==> src/rtl/acc_ram_arb_if.sv <==
// rtl/acc_ram_arb_if.sv - port bundle for the accumulator result RAM arbiter
// slave = arbiter side, master = write-back stage / APB / RAM side.
interface acc_ram_arb_if #(
  parameter int ADDR_W     = 8,
  parameter int DATA_W     = 32,
  parameter int FIFO_DEPTH = 4
);
  localparam int LVL_W = $clog2(FIFO_DEPTH) + 1;

  logic              wb_valid;
  logic [ADDR_W-1:0] wb_addr;
  logic [DATA_W-1:0] wb_data;
  logic              wb_ready;
  logic              rd_req;
  logic [ADDR_W-1:0] rd_addr;
  logic              rd_ready;
  logic [DATA_W-1:0] rd_data;
  logic              ram_en;
  logic              ram_we_n;
  logic [ADDR_W-1:0] ram_addr;
  logic [DATA_W-1:0] ram_wdata;
  logic [DATA_W-1:0] ram_rdata;
  logic [LVL_W-1:0]  fifo_level;

  modport slave (
    input  wb_valid, wb_addr, wb_data, rd_req, rd_addr, ram_rdata,
    output wb_ready, rd_ready, rd_data, ram_en, ram_we_n, ram_addr, ram_wdata, fifo_level
  );

  modport master (
    output wb_valid, wb_addr, wb_data, rd_req, rd_addr, ram_rdata,
    input  wb_ready, rd_ready, rd_data, ram_en, ram_we_n, ram_addr, ram_wdata, fifo_level
  );
endinterface

==> src/rtl/acc_ram_arb.sv <==
// rtl/acc_ram_arb.sv - single-port accumulator RAM arbiter: buffered write-backs vs APB reads
// Grants are decoded from registered state so a read issues in the first cycle of rd_req.
module acc_ram_arb #(
  parameter int ADDR_W      = 8,
  parameter int DATA_W      = 32,
  parameter int FIFO_DEPTH  = 4,
  parameter int MAX_WB_WAIT = 8
) (
  input logic          clk,
  input logic          rst,
  acc_ram_arb_if.slave bus
);
  localparam int PTR_W = $clog2(FIFO_DEPTH);
  localparam int LVL_W = PTR_W + 1;
  localparam int STV_W = $clog2(MAX_WB_WAIT + 1);

  typedef enum logic {IDLE, RD} state_t;

  state_t            state;
  logic [ADDR_W-1:0] q_addr [FIFO_DEPTH];
  logic [DATA_W-1:0] q_data [FIFO_DEPTH];
  logic [PTR_W-1:0]  head;
  logic [PTR_W-1:0]  tail;
  logic [LVL_W-1:0]  level;
  logic [STV_W-1:0]  starve_cnt;
  logic [DATA_W-1:0] rd_data_q;
  logic [PTR_W-1:0]  slot_off;
  logic              full;
  logic              empty;
  logic              hazard;
  logic              push;
  logic              wr_grant;
  logic              rd_grant;

  assign full  = (level == LVL_W'(FIFO_DEPTH));
  assign empty = (level == '0);
  assign push  = bus.wb_valid && !full;

  // A slot is live when its distance from head is below the occupancy.
  always_comb begin
    hazard   = 1'b0;
    slot_off = '0;
    for (int s = 0; s < FIFO_DEPTH; s++) begin
      slot_off = PTR_W'(s) - head;
      if (({1'b0, slot_off} < level) && (q_addr[s] == bus.rd_addr))
        hazard = 1'b1;
    end
    hazard = hazard && bus.rd_req;
  end

  assign wr_grant = !rst && (state == IDLE) && !empty &&
                    (full || (starve_cnt >= STV_W'(MAX_WB_WAIT)) || hazard || !bus.rd_req);
  assign rd_grant = !rst && (state == IDLE) && !wr_grant && bus.rd_req;

  assign bus.wb_ready   = !full;
  assign bus.fifo_level = level;
  assign bus.ram_en     = wr_grant || rd_grant;
  assign bus.ram_we_n   = !wr_grant;
  assign bus.ram_addr   = wr_grant ? q_addr[head] : (rd_grant ? bus.rd_addr : '0);
  assign bus.ram_wdata  = wr_grant ? q_data[head] : '0;
  assign bus.rd_ready   = (state == RD);
  assign bus.rd_data    = (state == RD) ? bus.ram_rdata : rd_data_q;

  always_ff @(posedge clk) begin
    if (push) begin
      q_addr[tail] <= bus.wb_addr;
      q_data[tail] <= bus.wb_data;
    end
  end

  always_ff @(posedge clk or posedge rst) begin
    if (rst) begin
      state      <= IDLE;
      head       <= '0;
      tail       <= '0;
      level      <= '0;
      starve_cnt <= '0;
      rd_data_q  <= '0;
    end else begin
      if (push)
        tail <= tail + PTR_W'(1);
      if (wr_grant)
        head <= head + PTR_W'(1);
      case ({push, wr_grant})
        2'b10:   level <= level + LVL_W'(1);
        2'b01:   level <= level - LVL_W'(1);
        default: level <= level;
      endcase
      if (wr_grant || empty)
        starve_cnt <= '0;
      else if (starve_cnt < STV_W'(MAX_WB_WAIT))
        starve_cnt <= starve_cnt + STV_W'(1);
      case (state)
        IDLE: if (rd_grant) state <= RD;
        RD: begin
          rd_data_q <= bus.ram_rdata;
          state     <= IDLE;
        end
        default: state <= IDLE;
      endcase
    end
  end
endmodule

==> src/flat_wrapper.sv <==
// flat-port wrapper written by rule: the top's interface ports become plain ports
module acc_ram_arb_flat 
#(
  parameter int ADDR_W      = 8,
  parameter int DATA_W      = 32,
  parameter int FIFO_DEPTH  = 4,
  parameter int MAX_WB_WAIT = 8
)
  (clk, rst, bus_wb_valid, bus_wb_addr, bus_wb_data, bus_rd_req, bus_rd_addr, bus_ram_rdata, bus_wb_ready, bus_rd_ready, bus_rd_data, bus_ram_en, bus_ram_we_n, bus_ram_addr, bus_ram_wdata, bus_fifo_level);
  acc_ram_arb_if #(.ADDR_W(ADDR_W), .DATA_W(DATA_W), .FIFO_DEPTH(FIFO_DEPTH)) bus_i ();
  input logic clk;
  input logic rst;
  input wire logic [$bits(bus_i.wb_valid)-1:0] bus_wb_valid;
  input wire logic [$bits(bus_i.wb_addr)-1:0] bus_wb_addr;
  input wire logic [$bits(bus_i.wb_data)-1:0] bus_wb_data;
  input wire logic [$bits(bus_i.rd_req)-1:0] bus_rd_req;
  input wire logic [$bits(bus_i.rd_addr)-1:0] bus_rd_addr;
  input wire logic [$bits(bus_i.ram_rdata)-1:0] bus_ram_rdata;
  output wire logic [$bits(bus_i.wb_ready)-1:0] bus_wb_ready;
  output wire logic [$bits(bus_i.rd_ready)-1:0] bus_rd_ready;
  output wire logic [$bits(bus_i.rd_data)-1:0] bus_rd_data;
  output wire logic [$bits(bus_i.ram_en)-1:0] bus_ram_en;
  output wire logic [$bits(bus_i.ram_we_n)-1:0] bus_ram_we_n;
  output wire logic [$bits(bus_i.ram_addr)-1:0] bus_ram_addr;
  output wire logic [$bits(bus_i.ram_wdata)-1:0] bus_ram_wdata;
  output wire logic [$bits(bus_i.fifo_level)-1:0] bus_fifo_level;
  assign bus_i.wb_valid = bus_wb_valid;
  assign bus_i.wb_addr = bus_wb_addr;
  assign bus_i.wb_data = bus_wb_data;
  assign bus_i.rd_req = bus_rd_req;
  assign bus_i.rd_addr = bus_rd_addr;
  assign bus_i.ram_rdata = bus_ram_rdata;
  assign bus_wb_ready = bus_i.wb_ready;
  assign bus_rd_ready = bus_i.rd_ready;
  assign bus_rd_data = bus_i.rd_data;
  assign bus_ram_en = bus_i.ram_en;
  assign bus_ram_we_n = bus_i.ram_we_n;
  assign bus_ram_addr = bus_i.ram_addr;
  assign bus_ram_wdata = bus_i.ram_wdata;
  assign bus_fifo_level = bus_i.fifo_level;
  acc_ram_arb #(.ADDR_W(ADDR_W), .DATA_W(DATA_W), .FIFO_DEPTH(FIFO_DEPTH), .MAX_WB_WAIT(MAX_WB_WAIT)) u_core (.clk(clk), .rst(rst), .bus(bus_i));
endmodule
==> config.mk <==
export PLATFORM = sky130hd
export DESIGN_NAME = acc_ram_arb_flat
export DESIGN_NICKNAME = d
export VERILOG_FILES = /design/src/rtl/acc_ram_arb_if.sv /design/src/rtl/acc_ram_arb.sv /design/src/flat_wrapper.sv
export SDC_FILE = /design/constraint.sdc
export NUM_CORES = 1
export LEC_CHECK = 0
export CORE_MARGIN = 2
export CORE_UTILIZATION = 50
export CTS_BUF_LIST = sky130_fd_sc_hd__clkbuf_4 sky130_fd_sc_hd__clkbuf_8 sky130_fd_sc_hd__clkbuf_16
export DETAILED_ROUTE_END_ITERATION = 10
export GPL_TIMING_DRIVEN = 0
export PLACE_DENSITY = 0.77
export SLEW_MARGIN = 15
export SYNTH_ARGS = -nofsm -noshare
export SYNTH_HDL_FRONTEND = slang
export SYNTH_SLANG_ARGS = --single-unit
==> constraint.sdc <==
create_clock -name clk -period 4.03 [get_ports clk]
set_input_delay 0.6045 -clock clk [delete_from_list [all_inputs] [get_ports clk]]
set_output_delay 0.6045 -clock clk [all_outputs]
set_load 0.01 [all_outputs]
# Yosys cells after proc, flatten, opt, wreduce, memory -nomap -nowiden

Memories as Yosys holds them, arrays and structs flattened.
Cells that the tools add are included.

Word-level logic and storage cells: 70
Input bits: 84
RAM bits: 160
Flip-flop bits (word level): 44
Memories kept: 2
Output and inout bits: 79

Memories:

| memory        | words | width | read ports | clocked after Yosys merged registers in | wr ports | line              | RTL |
|---|---|---|---|---|---|---|---|
| u_core.q_data | 4     | 32    | 1          | 0                                       | 1        | acc_ram_arb.sv:21 | `logic [DATA_W-1:0] q_data [FIFO_DEPTH];` |
| u_core.q_addr | 4     | 8     | 5          | 0                                       | 1        | acc_ram_arb.sv:20 | `logic [ADDR_W-1:0] q_addr [FIFO_DEPTH];` |

Add/subtract/negate cells: 9
Multiplexer cells: 15
Equality and inequality tests: 7
Bitwise operators: 1
$lt $le $gt $ge: 6
Reductions and logical operators: 24

Operator list:

| cell                | count |
|---|---|
| $mux 32             | 2 |
| $eq 8x8->1          | 4 |
| $mux 8              | 2 |
| $lt 2x3->1          | 4 |
| $logic_and 1x1->1   | 11 |
| $mux 4              | 2 |
| $mux 1              | 7 |
| $pmux 3 s2          | 1 |
| $logic_not 1->1     | 5 |
| $logic_or 1x1->1    | 5 |
| $add 2x1->2 const B | 2 |
| $add 4x1->4 const B | 1 |
| $ge 4x4->1 const B  | 1 |
| $lt 4x4->1 const B  | 1 |
| $reduce_bool 2->1   | 2 |
| $sub 1x2->2 const A | 2 |
| $sub 2x2->2 const A | 2 |
| $add 3x1->3 const B | 1 |
| $eq 3x3->1 const B  | 1 |
| $logic_not 3->1     | 1 |
| $sub 3x1->3 const B | 1 |
| $eq 2x1->1 const B  | 1 |
| $eq 2x2->1 const B  | 1 |
| $pmux 1 s2          | 1 |
| $not 1->1           | 1 |

# Logic depth before layout (Yosys ltp)

Gate-level depths: netlist of run 1.

Word-level depth: 16
Mapped depth: 17
Depth with buffers taken out: 14

# Least setup slack after synthesis of run 1

OpenSTA, ideal clock, no wires.

Kind: register -> register
From: register u_core.head[0]
To: register u_core.level[1] (netlist: u_core.bus.fifo_level[1])
Slack: 0.773 ns
Stages on the path, launching flop included: 16
Buffers on the path: 3
Clock period less this slack: 3.257 ns
Arrival: 3.174 ns
Required time: 3.947 ns
Library setup time: 0.083 ns
Path through: dfrtp_1 -> buf_4 -> buf_1 -> xnor2_1 -> inv_1 -> ha_1 -> a21oi_1 -> o211ai_2 -> nand4b_4 -> o21ai_4 -> inv_4 -> buf_4 -> ha_1 -> inv_1 -> fa_1 -> o21ai_0

Longest elaborated chain between the ends: 13
Elaborated cells between the ends (all ways): 24
Those cells by class: add/sub: 4; order compare: 4; eq/ne: 2; mux: 5; reduce/logical: 9

Ends and longest elaborated chain:

| element                                                | line              | RTL |
|---|---|---|
| from (decl)                                            | acc_ram_arb.sv:22 | `logic [PTR_W-1:0] head;` |
| from (signal assigned)                                 | acc_ram_arb.sv:83 | `head <= head + PTR_W'(1);` |
| $sub 1x2->2                                            | acc_ram_arb.sv:44 | `slot_off = PTR_W'(s) - head;` |
| $lt 2x3->1                                             | acc_ram_arb.sv:45 | `if (({1'b0, slot_off} < level) && (q_addr[s] == bus.rd_addr))` |
| $logic_and 1x1->1                                      | acc_ram_arb.sv:45 |  |
| $mux 1 (3 in a row)                                    | acc_ram_arb.sv:45 |  |
| $mux 1 *                                               | acc_ram_arb.sv:45 |  |
| $logic_and 1x1->1 *                                    | acc_ram_arb.sv:48 | `hazard = hazard && bus.rd_req;` |
| $logic_or 1x1->1 * (2 in a row)                        | acc_ram_arb.sv:52 | `(full \|\| (starve_cnt >= STV_W'(MAX_WB_WAIT)) \|\| hazard \|\| !bus.rd_req);` |
| $logic_and 1x1->1 *                                    | acc_ram_arb.sv:51 | `assign wr_grant = !rst && (state == IDLE) && !empty &&` |
| named net u_core.wr_grant                              | acc_ram_arb.sv:32 | `logic wr_grant;` |
| $eq 2x1->1 / $eq 2x2->1 (equally long branches)        | acc_ram_arb.sv:84 | `case ({push, wr_grant})` |
| $pmux 3 s2 / $reduce_bool 2->1 (equally long branches) | --                |  |
| to (signal assigned)                                   | acc_ram_arb.sv:85 | `2'b10: level <= level + LVL_W'(1);` |
| to (signal assigned)                                   | acc_ram_arb.sv:86 | `2'b01: level <= level - LVL_W'(1);` |
| to (signal assigned)                                   | acc_ram_arb.sv:87 | `default: level <= level;` |
| to (decl)                                              | acc_ram_arb.sv:24 | `logic [LVL_W-1:0] level;` |

Mark *: on every way through the listed nets, which the timed path passes. The rest lies on a longest branch.
A chain may end at the register's enable or synchronous reset.

# Final worst setup path of run 1

From: register u_core.head[0]
To: output port bus_ram_wdata[28]

Longest elaborated chain between the ends: 12
Elaborated cells between the ends (all ways): 22
Those cells by class: add/sub: 4; order compare: 4; mux: 5; reduce/logical: 8; memory: 1

Ends and longest elaborated chain:

| element                         | line               | RTL |
|---|---|---|
| $sub 1x2->2                     | acc_ram_arb.sv:44  |  |
| $lt 2x3->1                      | acc_ram_arb.sv:45  |  |
| $logic_and 1x1->1               | acc_ram_arb.sv:45  |  |
| $mux 1 (3 in a row)             | acc_ram_arb.sv:45  |  |
| $mux 1 *                        | acc_ram_arb.sv:45  |  |
| $logic_and 1x1->1 *             | acc_ram_arb.sv:48  |  |
| $logic_or 1x1->1 * (2 in a row) | acc_ram_arb.sv:52  |  |
| $logic_and 1x1->1 *             | acc_ram_arb.sv:51  |  |
| named net u_core.wr_grant       | acc_ram_arb.sv:32  |  |
| $mux 32 *                       | acc_ram_arb.sv:60  | `assign bus.ram_wdata = wr_grant ? q_data[head] : '0;` |
| to (decl)                       | flat_wrapper.sv:25 | `output wire logic [$bits(bus_i.ram_wdata)-1:0] bus_ram_wdata;` |

Marked as above.

==> results.json, run 1 <==
{
  "dp_cells": 834,
  "netlist_area_mm2": 0.00848,
  "fin_area_mm2": 0.0112,
  "dr.pass1.iters": 4,
  "routabilityCongestion": 0.781,
  "grt_use_total": 0.201,
  "period_share": 0.957,
  "ys_ff_latch": 204,
  "clock_skew_ps": 9.11,
  "yosys-top-cells-area": "edfxtp_1 57%, dfrtp_1 13%, mux4_2 11%, mux2_2 4.5%, xor2_1 3.5%",
  "layout_min_cycle_time_ps": 3860,
  "relSlewSlack": 0.563,
  "critical_path_arrival_ps": 3250,
  "switchingPower_mw": 2.25,
  "required_ps": 3430,
  "postCtsHoldBufs": 0,
  "cpMostUsedCell": "buf_4",
  "p_int_mw": 5.46,
  "finalHoldViolCount": 0,
  "hpwl_um": 11900,
  "final_nets": 739,
  "ys_seq_area_frac": 0.696,
  "tightest_slew_ps": 655,
  "cts_root_buf": "clkbuf_16",
  "rsz0062_at_grt": "no",
  "start_util": 0.512,
  "cts_inserted_buffers": 22,
  "status": "complete, no violations",
  "wl_um": 17600,
  "power_density_mw_per_mm2": 687,
  "whs_ps": 405,
  "rr_endpoint": "u_core.bus.fifo_level[2]",
  "pin_count": 163,
  "fin_cells": 877,
  "cts.sinks": 204,
  "cp.buffers_inverters": 6,
  "clk_pin_slew_worst_paths_ps": 60,
  "p_seq_frac": 0.394,
  "antenna_found_initial": 1,
  "max-vdd-ir-drop_v": 0.000530,
  "syn-num-nets": 551,
  "core_mm2": 0.0166,
  "dieArea_mm2": 0.0180,
  "portBuffers": 154,
  "pwr-share-clk": 0.239,
  "drc": 0,
  "critPathMaxStageDelay_ps": 490,
  "die_w_um": 134,
  "critical_path_class": "reg2out",
  "worstPathMaxFanout": 10,
  "p_total_mw": 7.71,
  "synth_edf_count": 160,
  "ys_types": 36,
  "startpoint_type": "flip-flop",
  "grt_max_degree": 33,
  "clockBufferDepth": 3,
  "async_flop_share": 0.216,
  "fmax_mhz": 259,
  "reg2regPathDepth": 17,
  "synth.avg_cell_area_um2": 18.6,
  "maxSlewViolCount": 0,
  "rows": 47,
  "netlist.area_leader.share": 0.566,
  "cpMaxStageDelayCell": "clkdlybuf4s50_1",
  "cpLargestDelayFamily": "buffers and inverters",
  "reg2reg_from": "u_core.head[0]",
  "routed_via_density": 5.34,
  "final_cell_mix": "160 x edfxtp_1, 130 x clkdlybuf4s50_1, 43 x dfrtp_1",
  "wl_per_cell_um": 20.1,
  "clock_latency_ps": 500,
  "combPwrFrac": 0.367,
  "vias": 4679,
  "grt_pass1_vias": 5120,
  "ant_nets": 0,
  "setup-violations-final": 0,
  "synthCells": 455,
  "htree_levels": 1,
  "first_iter_violations": 164,
  "leakage_nw": 4.41,
  "hold_path.class": "in2async",
  "crit_chain": "buf_4 -> buf_6 -> xnor2_4 -> inv_1 -> ha_1 -> a21oi_1 -> o211ai_2 -> nand4b_4 -> o21ai_4 -> inv_4 -> buf_4 -> and2_1 -> clkdlybuf4s50_1",
  "die-height_um": 134,
  "r2r_slack_ps": 890,
  "yosys_most_used_dff": "edfxtp_1",
  "drv_cap": 0,
  "place_area_mm2": 0.0104,
  "syn2layout_area_growth_pct": 32.4,
  "synth_warnings": 0,
  "grt_overflow": 0,
  "final_common_cell": "edfxtp_1",
  "worst_setup_path_end_kind": "output pin",
  "sw_frac_of_total": 0.292,
  "cts_tree": "built",
  "layout-drive-gt1-share": 0.239,
  "grt_pass1_wl_um": 27700,
  "synth_top_area_cell": "edfxtp_1"
}
logic make-up after synthesis:
| kind of cell | count (synthesis) | share of synthesized area |
|---|---|---|
| DFF | 204 | 0.696 |
| muxes | 74 | 0.151 |
| and+or+nand+nor | 65 | 0.0496 |
| xor gates and xnor gates | 41 | 0.0423 |
| buffers and inverters | 38 | 0.0209 |
| AOI/OAI and AO/OA | 21 | 0.0212 |
| adders and majority gates | 12 | 0.0186 |
metrics by stage:
stage | worst slack, ps | setup TNS (ps) | utilization
2_1_floorplan | 773 | 0 | -
3_3_place_gp | -199 | -2880 | 0.621
3_5_place_dp | -256 | -3960 | 0.628
4_1_cts | 36.4 | 0 | 0.671
5_1_grt | 12.6 | 0 | 0.677
6_report | 174 | 0 | 0.677
sequential cells by signal (all words and copies together) (netlist names):
register and count:
u_core.bus.fifo_level 3, u_core.starve_cnt 4, u_core.bus.rd_ready 1, u_core.q_data 128, u_core.q_addr 32, u_core.tail 2, u_core.rd_data_q 32, u_core.head 2
layer usage:
metal	wire, µm	global-route usage	vias up
met5	0	0	-
met4	323	0.0468	0
met3	1460	0.0597	24
met2	9000	0.355	175
met1	6820	0.244	2352
li1	-	-	2128
cell usage after synthesis (all sizes together), types with 2 or more instances:
cell type  number
xor2           34
mux2           34
a22o            8
mux4           40
edfxtp        160
nor2            4
inv            11
nor4            8
ha             11
buf            19
nand2           5
o211ai          5
a21oi           4
and2           33
clkbuf          8
and3            8
dfrtp          44
o21ai           3
nand3           2
xnor2           7
power groups by stage:
stage                     Clock (mW)  Combinational [mW]  Sequential (mW)
after floorplan                    0                1.65             3.03
after global placement             0                2.72             3.05
after detailed placement           0                2.83             3.07
after CTS                       1.88                2.87             3.04
after global routing            1.97                3.07             3.09
final                           1.84                2.83             3.04
final cells by class:
| type | count | area, µm² |
|---|---|---|
| plain buffers | 26 | 150 |
| diodes | 1 | 2.50 |
| repair buffers | 165 | 1760 |
| clock inverters | 6 | 46.3 |
| multi-input cells | 213 | 2420 |
| well taps | 220 | 275 |
| fillers | 1148 | 5350 |
| clock buffers | 31 | 624 |
| flip-flops and latches | 204 | 5910 |
| inverters | 11 | 43.8 |
worst max-delay path by stage:
stage / from / end / slack, ps / depth (start not counted)
after global routing: u_core.head[0] / bus_ram_wdata[28] / 10 / 13
after detailed placement: u_core.head[1] / bus_ram_addr[0] / -260 / 11
after floorplan: u_core.head[0] / u_core.bus.fifo_level[1] / 770 / 15
after CTS: u_core.head[0] / bus_ram_addr[0] / 40 / 13
after global placement: u_core.head[1] / bus_ram_addr[0] / -200 / 11
final: u_core.head[0] / bus_ram_wdata[28] / 170 / 13
timing repair:
item | in CTS | in global routing
buffers inserted | 4 | 2
cloned | 0 | 0
pin swaps | 2 | 4
endpoints found under the setup margin | 42 | 42
resized for setup | 9 | 29
Note: power is estimated with default switching activity, not from simulation.
==> inputs of run 2 (changes only) <==
Settings changed: CORE_UTILIZATION 50 to 52, HOLD_SLACK_MARGIN set to 0.06, PLACE_DENSITY 0.77 to 0.8.
==> run 2 against run 1 <==
  * First-iteration DRC count increased by 73%
  * Die area decreased by 3.7%
  * Maximum frequency decreased by 0.39%
  * Setup slack got worse by 15 ps
  * Utilization increased by 2.8 points
  * Routed wire length increased by 2.1%
  * Critical endpoint is now bus_ram_addr[7]
==> results.json, run 2 (same netlist as run 1, synthesis figures left out) <==
{
  "status": "complete, no violations",
  "fin_util": 0.705,
  "final_nets": 737,
  "routed_via_density": 5.38,
  "grt_max_degree": 34,
  "dr.pass1.iters": 4,
  "syn2layout_area_growth_pct": 32.5,
  "final_common_cell": "edfxtp_1",
  "worstPathMaxFanout": 10,
  "portBuffers": 154,
  "final.setup.tns_ps": 0,
  "leakage_nw": 4.45,
  "clock_latency_ps": 500,
  "clockBufferDepth": 3,
  "antenna_found_initial": 2,
  "period_share": 0.961,
  "power_density_mw_per_mm2": 693,
  "grt.busiest_layer": "met2",
  "hpwl_um": 12100,
  "max-vdd-ir-drop_v": 0.000587,
  "fin_area_mm2": 0.0112,
  "ant_nets": 0,
  "grt_use_met1": 0.279,
  "crit_chain": "buf_4 -> buf_6 -> xnor2_2 -> inv_1 -> ha_1 -> a21oi_1 -> o211ai_2 -> nand4b_4 -> o31ai_4 -> buf_12 -> a22o_1 -> clkdlybuf4s50_1",
  "cpMaxStageDelayCell": "clkdlybuf4s50_1",
  "grt_pass1_vias": 5279,
  "p_total_mw": 7.80,
  "tightest_slew_ps": 681,
  "dp_cells": 830,
  "core_mm2": 0.0159,
  "critical_path_class": "reg2out",
  "routabilityCongestion": 0.795,
  "fin_cells": 873,
  "drv_cap": 0,
  "reg2reg_from": "u_core.head[0]",
  "vias": 4695,
  "wl_um": 18000,
  "antenna_cells": 0,
  "whs_ps": 404,
  "clock_skew_ps": 21.9,
  "clk_pin_slew_worst_paths_ps": 60,
  "met3_usage": 0.0623,
  "start_util": 0.532,
  "required_ps": 3430,
  "r2r_slack_ps": 860,
  "top_register": "u_core.q_data",
  "die-height_um": 132,
  "cts_tree": "built",
  "cts_root_buf": "clkbuf_16",
  "drc": 0,
  "critPathMaxStageDelay_ps": 550,
  "cts_inserted_buffers": 22,
  "relSlewSlack": 0.546,
  "final_cell_mix": "160 x edfxtp_1, 128 x clkdlybuf4s50_1, 43 x dfrtp_1",
  "layout-drive-gt1-share": 0.239,
  "top_regs": "u_core.q_data x128, u_core.q_addr x32, u_core.rd_data_q x32",
  "layout_min_cycle_time_ps": 3870,
  "critical_path_arrival_ps": 3270,
  "grt_use_total": 0.213,
  "htree_levels": 1,
  "post-place-ws_ps": -176,
  "pin_count": 163,
  "wl_per_cell_um": 20.6,
  "startpoint_type": "flip-flop",
  "grt_pass1_wl_um": 29000,
  "postCtsHoldBufs": 0,
  "rows": 46,
  "first_iter_violations": 284,
  "rr_endpoint": "u_core.bus.fifo_level[2]",
  "largest_reg_flops": 128,
  "fmax_mhz": 258,
  "fin_ws_ps": 159,
  "place_area_mm2": 0.0104,
  "reg2regPathDepth": 17,
  "setup-violations-final": 0,
  "grt_util_met2": 0.365,
  "cts.sinks": 204,
  "maxSlewViolCount": 0,
  "worst_setup_path_end_kind": "output pin",
  "die_w_um": 132,
  "grt_overflow": 0,
  "finalHoldViolCount": 0,
  "dieArea_mm2": 0.0174,
  "hold_path.class": "in2async"
}
==> run 2: worst max-delay path by stage <==
stage | end | slack (ps) | cells after the start | from
after floorplan | u_core.bus.fifo_level[1] | 770 | 15 | u_core.head[0]
after global placement | bus_ram_addr[0] | -210 | 11 | u_core.head[1]
after detailed placement | bus_ram_addr[6] | -180 | 11 | u_core.head[1]
after CTS | bus_ram_wdata[10] | 0.2 | 13 | u_core.head[0]
after global routing | bus_ram_wdata[3] | -4 | 13 | u_core.head[0]
final | bus_ram_addr[7] | 160 | 12 | u_core.head[0]
==> run 2: metal layers <==
metal / wire length, µm / vias to the layer above
met4: 235 / 4
met3: 1370 / 23
met2: 8930 / 173
met1: 7420 / 2380
li1: - / 2115
met5: 24 / -
==> run 2: timing repair <==
item                       in CTS  in global routing
buffers inserted                2                  2
resized for setup               7                 32
setup endpoints to repair      42                 40
pin swaps                       2                  1
==> run 2: layout make-up <==
cell class                 count  area, µm²
timing repair buffer         163       1750
clock inverter                10       86.3
tap                          216        270
fill                        1030       4700
multi-input combinational    213       2410
sequential                   204       5910
inverter                      11       43.8
buffer                        26        150
clock buffer                  30        623
==> run 2: report_power, final <==
part	leakage, nW	switching [mW]	internal [mW]	total [mW]
Clock	0.357	0.783	1.15	1.93
Combinational	2.11	1.30	1.51	2.81
Sequential	1.99	0.192	2.86	3.05
==> run 2: worst max-delay path, delay by kind of cell (launching register included) <==
family          cells  cell delay [ps]
buf+inv             5             1120
xor+xnor            1              180
simple gates        1              170
flops               1              360
fa+ha+maj           1              270
compound gates      4              660
